`src/rtl/bit_stream_serializer_if.sv`:
```
// Word-in / bit-out bundle between a word producer and the serializer.
// The master side offers words; the slave side serializes them.
interface bit_stream_serializer_if #(
    parameter int WIDTH = 8
) ();
    logic [WIDTH-1:0] din;
    logic             din_valid;
    logic             din_ready;
    logic             sout;
    logic             sout_valid;
    logic             word_done;
    logic             busy;

    modport master (
        output din, din_valid,
        input  din_ready, sout, sout_valid, word_done, busy
    );

    modport slave (
        input  din, din_valid,
        output din_ready, sout, sout_valid, word_done, busy
    );
endinterface

```
`src/rtl/bit_stream_serializer.sv`:
```
// Parallel-in, serial-out stage feeding the 1001 sequence detector.
// One shifting word plus a one-deep holding buffer allows gap-free streaming.
module bit_stream_serializer #(
    parameter int WIDTH     = 8,
    parameter bit MSB_FIRST = 1'b1
) (
    input  logic                    clk,
    input  logic                    reset,
    bit_stream_serializer_if.slave  bus
);
    localparam int             CW   = $clog2(WIDTH);
    localparam logic [CW-1:0]  LAST = CW'(WIDTH - 1);

    typedef enum logic {
        IDLE  = 1'b0,
        SHIFT = 1'b1
    } state_t;

    state_t           state, state_n;
    logic [WIDTH-1:0] shreg, shreg_n;
    logic [WIDTH-1:0] hold, hold_n;
    logic             hold_full, hold_full_n;
    logic [CW-1:0]    cnt, cnt_n;
    logic             xfer;

    function automatic logic [WIDTH-1:0] advance(input logic [WIDTH-1:0] v);
        if (MSB_FIRST)
            return {v[WIDTH-2:0], 1'b0};
        else
            return {1'b0, v[WIDTH-1:1]};
    endfunction

    // Ready depends only on registered state so the producer never sees a comb loop.
    assign xfer = bus.din_valid & ~hold_full;

    always_comb begin
        state_n     = state;
        shreg_n     = shreg;
        hold_n      = hold;
        hold_full_n = hold_full;
        cnt_n       = cnt;
        case (state)
            IDLE: begin
                if (xfer) begin
                    state_n = SHIFT;
                    shreg_n = bus.din;
                    cnt_n   = '0;
                end
            end
            SHIFT: begin
                if (cnt == LAST) begin
                    cnt_n = '0;
                    if (hold_full) begin
                        shreg_n     = hold;
                        hold_full_n = 1'b0;
                    end else if (xfer) begin
                        shreg_n = bus.din;
                    end else begin
                        state_n = IDLE;
                        shreg_n = '0;
                    end
                end else begin
                    shreg_n = advance(shreg);
                    cnt_n   = cnt + CW'(1);
                    // A word arriving mid-shift waits in the holding register.
                    if (xfer) begin
                        hold_n      = bus.din;
                        hold_full_n = 1'b1;
                    end
                end
            end
            default: state_n = IDLE;
        endcase
    end

    always_ff @(posedge clk or negedge reset) begin
        if (!reset) begin
            state     <= IDLE;
            shreg     <= '0;
            hold      <= '0;
            hold_full <= 1'b0;
            cnt       <= '0;
        end else begin
            state     <= state_n;
            shreg     <= shreg_n;
            hold      <= hold_n;
            hold_full <= hold_full_n;
            cnt       <= cnt_n;
        end
    end

    assign bus.din_ready  = ~hold_full;
    assign bus.sout       = MSB_FIRST ? shreg[WIDTH-1] : shreg[0];
    assign bus.sout_valid = (state == SHIFT);
    assign bus.word_done  = (state == SHIFT) && (cnt == LAST);
    assign bus.busy       = (state == SHIFT) || hold_full;
endmodule

```
`src/flat_wrapper.sv`:
```
// flat-port wrapper written by rule: the top's interface ports become plain ports
module bit_stream_serializer_flat 
#(
    parameter int WIDTH     = 8,
    parameter bit MSB_FIRST = 1'b1
)
  (clk, reset, bus_din, bus_din_valid, bus_din_ready, bus_sout, bus_sout_valid, bus_word_done, bus_busy);
  bit_stream_serializer_if #(.WIDTH(WIDTH)) bus_i ();
  input  logic clk;
  input  logic reset;
  input wire logic [$bits(bus_i.din)-1:0] bus_din;
  input wire logic [$bits(bus_i.din_valid)-1:0] bus_din_valid;
  output wire logic [$bits(bus_i.din_ready)-1:0] bus_din_ready;
  output wire logic [$bits(bus_i.sout)-1:0] bus_sout;
  output wire logic [$bits(bus_i.sout_valid)-1:0] bus_sout_valid;
  output wire logic [$bits(bus_i.word_done)-1:0] bus_word_done;
  output wire logic [$bits(bus_i.busy)-1:0] bus_busy;
  assign bus_i.din = bus_din;
  assign bus_i.din_valid = bus_din_valid;
  assign bus_din_ready = bus_i.din_ready;
  assign bus_sout = bus_i.sout;
  assign bus_sout_valid = bus_i.sout_valid;
  assign bus_word_done = bus_i.word_done;
  assign bus_busy = bus_i.busy;
  bit_stream_serializer #(.WIDTH(WIDTH), .MSB_FIRST(MSB_FIRST)) u_core (.clk(clk), .reset(reset), .bus(bus_i));
endmodule
```
`config.mk`:
```
export PLATFORM = sky130hd
export DESIGN_NAME = bit_stream_serializer_flat
export DESIGN_NICKNAME = d
export VERILOG_FILES = /design/src/rtl/bit_stream_serializer_if.sv /design/src/rtl/bit_stream_serializer.sv /design/src/flat_wrapper.sv
export SDC_FILE = /design/constraint.sdc
export NUM_CORES = 1
export LEC_CHECK = 0
export ABC_AREA = 1
export CORE_MARGIN = 3
export CORE_UTILIZATION = 53
export CTS_CLUSTER_DIAMETER = 50
export CTS_CLUSTER_SIZE = 8
export DETAILED_ROUTE_END_ITERATION = 8
export PLACE_DENSITY = 0.77
export SYNTH_ARGS = -nofsm -noshare
export SYNTH_HDL_FRONTEND = slang
export SYNTH_SLANG_ARGS = --single-unit
```
`constraint.sdc`:
```
create_clock -name clk -period 1.5 [get_ports clk]
set_input_delay 0.15 -clock clk [delete_from_list [all_inputs] [get_ports clk]]
set_output_delay 0.15 -clock clk [all_outputs]
set_load 0.05 [all_outputs]
```
Word-level counts from Yosys, hierarchy flattened
Cells that the tools add are included.
{"block": "totals", "regBits": 21, "latchBits": 0, "mem_bits_rw": 0, "mem_bits_ro": 0, "out_inout_bits": 5, "word_cells": 31, "n_memories": 0}
{"block": "classes", "n_addsub": 1, "n_mul": 0, "div_mod_pow": 0, "n_lt_le_gt_ge": 0, "n_eq_ne": 2, "shift": 0, "n_mux": 14, "bitwise": 4, "n_reduce_logical": 5}
{"operator": "$mux 8", "count": 4}
{"operator": "$pmux 8 s2", "count": 1}
{"operator": "$mux 3", "count": 2}
{"operator": "$pmux 3 s2", "count": 1}
{"operator": "$mux 1", "count": 5}
{"operator": "$add 3x1->3 const B", "count": 1}
{"operator": "$eq 3x3->1 const B", "count": 1}
{"operator": "$not 1->1", "count": 3}
{"operator": "$reduce_and 3->1", "count": 1}
{"operator": "$ne 2x1->1 const B", "count": 1}
{"operator": "$pmux 1 s2", "count": 1}
{"operator": "$reduce_and 2->1", "count": 1}
{"operator": "$reduce_bool 2->1", "count": 1}
{"operator": "$and 1x1->1", "count": 1}
{"operator": "$logic_and 1x1->1", "count": 1}
{"operator": "$logic_or 1x1->1", "count": 1}

Logic depth before layout (Yosys ltp)
{"block": "logic_depth", "ltp_word": 6, "mapped_depth": 7, "ltp_nobuf": 6}

Worst setup path before layout
OpenSTA, ideal clock, no wires.
{"block": "synth_path", "path_type": "reg2reg", "startpoint": "register u_core.state (netlist: u_core.bus.sout_valid)", "endpoint": "register u_core.shreg[0]", "t_arrival_ns": 1.466, "path_slack_ns": -0.034, "path_stages_with_launch": 6, "path_buffers": 1, "synth_period_minus_slack_ns": 1.534, "cell_sequence": "dfrtp_1 > buf_4 > nand2_1 > inv_1 > nand2_1 > nand3_1"}
{"block": "synth_via", "elab_chain_cells": 2, "word_cells_on_any_way": 3, "classes_between": "1 x eq/ne; 1 x mux; 1 x bitwise"}
{"item": "from (decl)", "line_no": "bit_stream_serializer.sv:19", "rtl": "state_t state, state_n;"}
{"item": "from (signal assigned)", "line_no": "bit_stream_serializer.sv:84", "rtl": "state <= state_n;"}
{"item": "$not 1->1"}
{"item": "$pmux 8 s2 / $ne 2x1->1 (equally long branches)"}
{"item": "to (signal assigned)", "line_no": "bit_stream_serializer.sv:85", "rtl": "shreg <= shreg_n;"}
{"item": "to (decl)", "line_no": "bit_stream_serializer.sv:20", "rtl": "logic [WIDTH-1:0] shreg, shreg_n;"}
Several ways; a longest one is shown, not always the timed one.
A chain may end at the register's enable or synchronous reset.

Worst setup path after layout
{"block": "layout_path", "startpoint": "register u_core.cnt[1]", "endpoint": "output bus_word_done"}
{"block": "layout_via", "elab_chain_cells": 2}
{"item": "from (decl)", "line_no": "bit_stream_serializer.sv:23", "rtl": "logic [CW-1:0] cnt, cnt_n;"}
{"item": "from (signal assigned)", "line_no": "bit_stream_serializer.sv:88", "rtl": "cnt <= cnt_n;"}
{"item": "$eq 3x3->1", "line_no": "bit_stream_serializer.sv:95", "rtl": "assign bus.word_done = (state == SHIFT) && (cnt == LAST);"}
{"item": "$logic_and 1x1->1", "line_no": "bit_stream_serializer.sv:95"}
{"item": "to (decl)", "line_no": "flat_wrapper.sv:16", "rtl": "output wire logic [$bits(bus_i.word_done)-1:0] bus_word_done;"}
No other way between the ends.

==> impl_results.md <==
* Clock Sink Count at 21
* Clock transition at the registers of the reported paths at 0.13 ns
* Ant diodes at 0
* Final Hold Viols at 0
* HP Class: input port to async pin
* CP Cell Sequence: ha_2, ha_4, nand2_4, inv_4, buf_12
* Final cell count without fillers at 180
* CTS buffer count at 3
* Max-slew headroom at 81.6%
* Post-placement cell count at 171
* Max Clk Rate at 662 MHz
* Drt drc at 0
* WL/cell at 15.3 um
* #FFs+latches synth at 21
* Clock power frac at 10.9%
* Rows at 16
* Worst EP required at 1.35 ns
* WP data arrival at 1.36 ns
* FF-to-FF path depth at 7
* Max Cap Violations at 0
* Setup TNS at -0.0114 ns
* # nets final at 168
* Htree depth at 1
* CP max FO at 2
* Syn Nets at 146
* CP Launch Type: flop
* Vias in the first global route at 959
* RSZ-0062 raised after global routing: yes
* Via count at 1000
* Layout cells sized above 1 at 25.5%
* Gr usage total at 22.0%
* Clock skew at 0.00360 ns
* Via density at 5.56
* Worst path slowest cell: dfrtp_1
* Most frequent cells in the layout: 45 x nand2_1, 35 x nand3_1, 20 x dfrtp_1
* Root buffer cell: clkbuf_4
* Initial antenna violation count at 0
* Die Area at 2860 um^2
* Internal at 1.46 mW
* Tmin final at 1.51 ns
* Sequential group share of total power at 36.9%
* Actual slew at the worst max-slew pin at 0.276 ns
* Count of final setup violators at 1
* Sw frac at 44.0%
* Combinational Power Share at 52.2%
* Die width at 53.5 um
* Crit-path max cell delay at 0.41 ns
* Mean Syn Cell Area at 9.05 um^2
* Crit Path Class: flop to output port
* Slew Viols, Final at 0
* Core outline area at 2040 um^2
* DRT iter0 DRCs at 31
* Area delta synth->final at 22.9%
* Outcome: complete, but fails checks
* Pwr Density at 1780 nW/um^2
* Worst VDD drop at 1080 uV
* Initial Util at 58.5%
* Max Buffers Root-to-Sink at 2
* CTS tree: built
* Final WL at 2750 um
* GR Overflow Total at 0
* Synth warnings at 0
* 1st-pass router iterations at 4
* Clk Latency, worst-skew pair at 0.31 ns
* Netlist cell types at 19
* Final worst setup slack at -0.0114 ns
* Tcrit/Tclk final at 101%
* Capturing element type of the critical path: output port
* Largest net degree at the start of global routing at 22
* Net switching power at 1.15 mW
* Global-route wire length before repair at 4470 um
* PortBufs at 15
* Post-Syn Area at 1190 um^2
* Failing checks: setup timing
* Seq/Total Area, Yosys at 44.0%
* Routability Congestion at 0.894
* Most common cell after layout, fill and taps aside: nand2_1
* I/O pins at 16
* Pleak at 0.725 nW
* Die Y at 53.5 um
* DP HPWL at 1870 um
* Detail Route Antenna Nets at 0
* Hold Buf Count CTS at 0
* Cell count after synthesis at 132
==> power groups by stage <==
stage	registers [mW]	logic (mW)	clock network, mW
after floorplan	0.947	0.923	0
after global placement	0.957	1.18	0
after detailed placement	0.967	1.21	0
after CTS	0.966	1.30	0.291
after global routing	0.988	1.49	0.310
final	0.965	1.36	0.285
==> critical path, delay by kind of cell, from the launching register on <==
kind / cells / cell delay (ns)
DFF: 1 / 0.41
adders and majority gates: 2 / 0.38
buffers and inverters: 2 / 0.17
and+or+nand+nor: 1 / 0.08
==> through the flow <==
stage / total power [mW] / utilization [%] / area [um^2] / worst slack, ns / hold WS, ns
3_5_place_dp: 2.18 / 67.2 / 1370 / 0.0688 / 0.462
2_1_floorplan: 1.87 / - / 1200 / 0.0476 / -0.146
6_report: 2.62 / 71.9 / 1470 / -0.0114 / 0.161
5_1_grt: 2.79 / 71.9 / 1470 / -0.0565 / 0.167
4_1_cts: 2.56 / 70.6 / 1440 / -0.0193 / 0.166
3_3_place_gp: 2.13 / 67.2 / 1370 / 0.133 / 0.457
==> path summary, 6_finish.rpt <==
check | slack, ns | end | start
max | -0.01 | bus_word_done | u_core.cnt[1]
min reg2reg | 0.49 | u_core.hold[4] | u_core.hold[4]
max reg2reg | 0.07 | u_core.shreg[6] | u_core.cnt[1]
min in group clk | 0.44 | u_core.hold[6] | bus_din[6]
max in group asynchronous | 1.09 | u_core.bus.sout_valid | reset
min | 0.16 | u_core.hold[0] | reset
==> timing repair <==
item	CTS	global route
gates cloned	0	0
pin swaps	1	1
gates resized for setup	8	2
endpoints found under the setup margin	2	10
buffers inserted	2	3
==> logic make-up (layout without fill, tap and decap cells) <==
group                    after synthesis  in the layout  share of synthesized area (%)
AO/OA/AOI/OAI                          3              3                           2.30
adder cells (fa/ha/maj)                3              3                           3.14
buffers and inverters                 11             32                           8.38
flip-flops                            21             21                           44.0
AND/OR/NAND/NOR                       94             94                           42.2
==> registers in the layout, summed over array words and instances (netlist names) <==
register	count
u_core.hold_full	1
u_core.cnt	3
u_core.hold	8
u_core.bus.sout_valid	1
u_core.shreg	8
==> cells in the mapped netlist, drive strengths merged <==
cell type | instances | area share (%)
o211ai | 1 | 1.0
o211a | 1 | 0.84
nand2 | 49 | 18
dfrtp | 21 | 44
nor2 | 3 | 3.7
inv | 5 | 2.6
a21oi | 1 | 0.42
buf | 6 | 5.8
nand3 | 42 | 21
ha | 3 | 3.1
==> layer usage <==
metal	vias to the layer above	GRT usage (%)	routed length (um)
met5	-	0	0
met4	0	8.51	48
met3	6	3.66	116
met2	27	37.1	1430
met1	484	27.6	1160
li1	483	-	-
==> cell type report <==
| class | instances | area [um^2] |
|---|---|---|
| clock buffer | 3 | 22.5 |
| clock inverter | 1 | 5.00 |
| fill | 166 | 573 |
| inverter | 5 | 38.8 |
| multi-input combinational | 100 | 592 |
| sequential | 21 | 529 |
| tap | 27 | 33.8 |
| timing repair buffer | 23 | 248 |
Note: power is estimated with default switching activity, not from simulation.
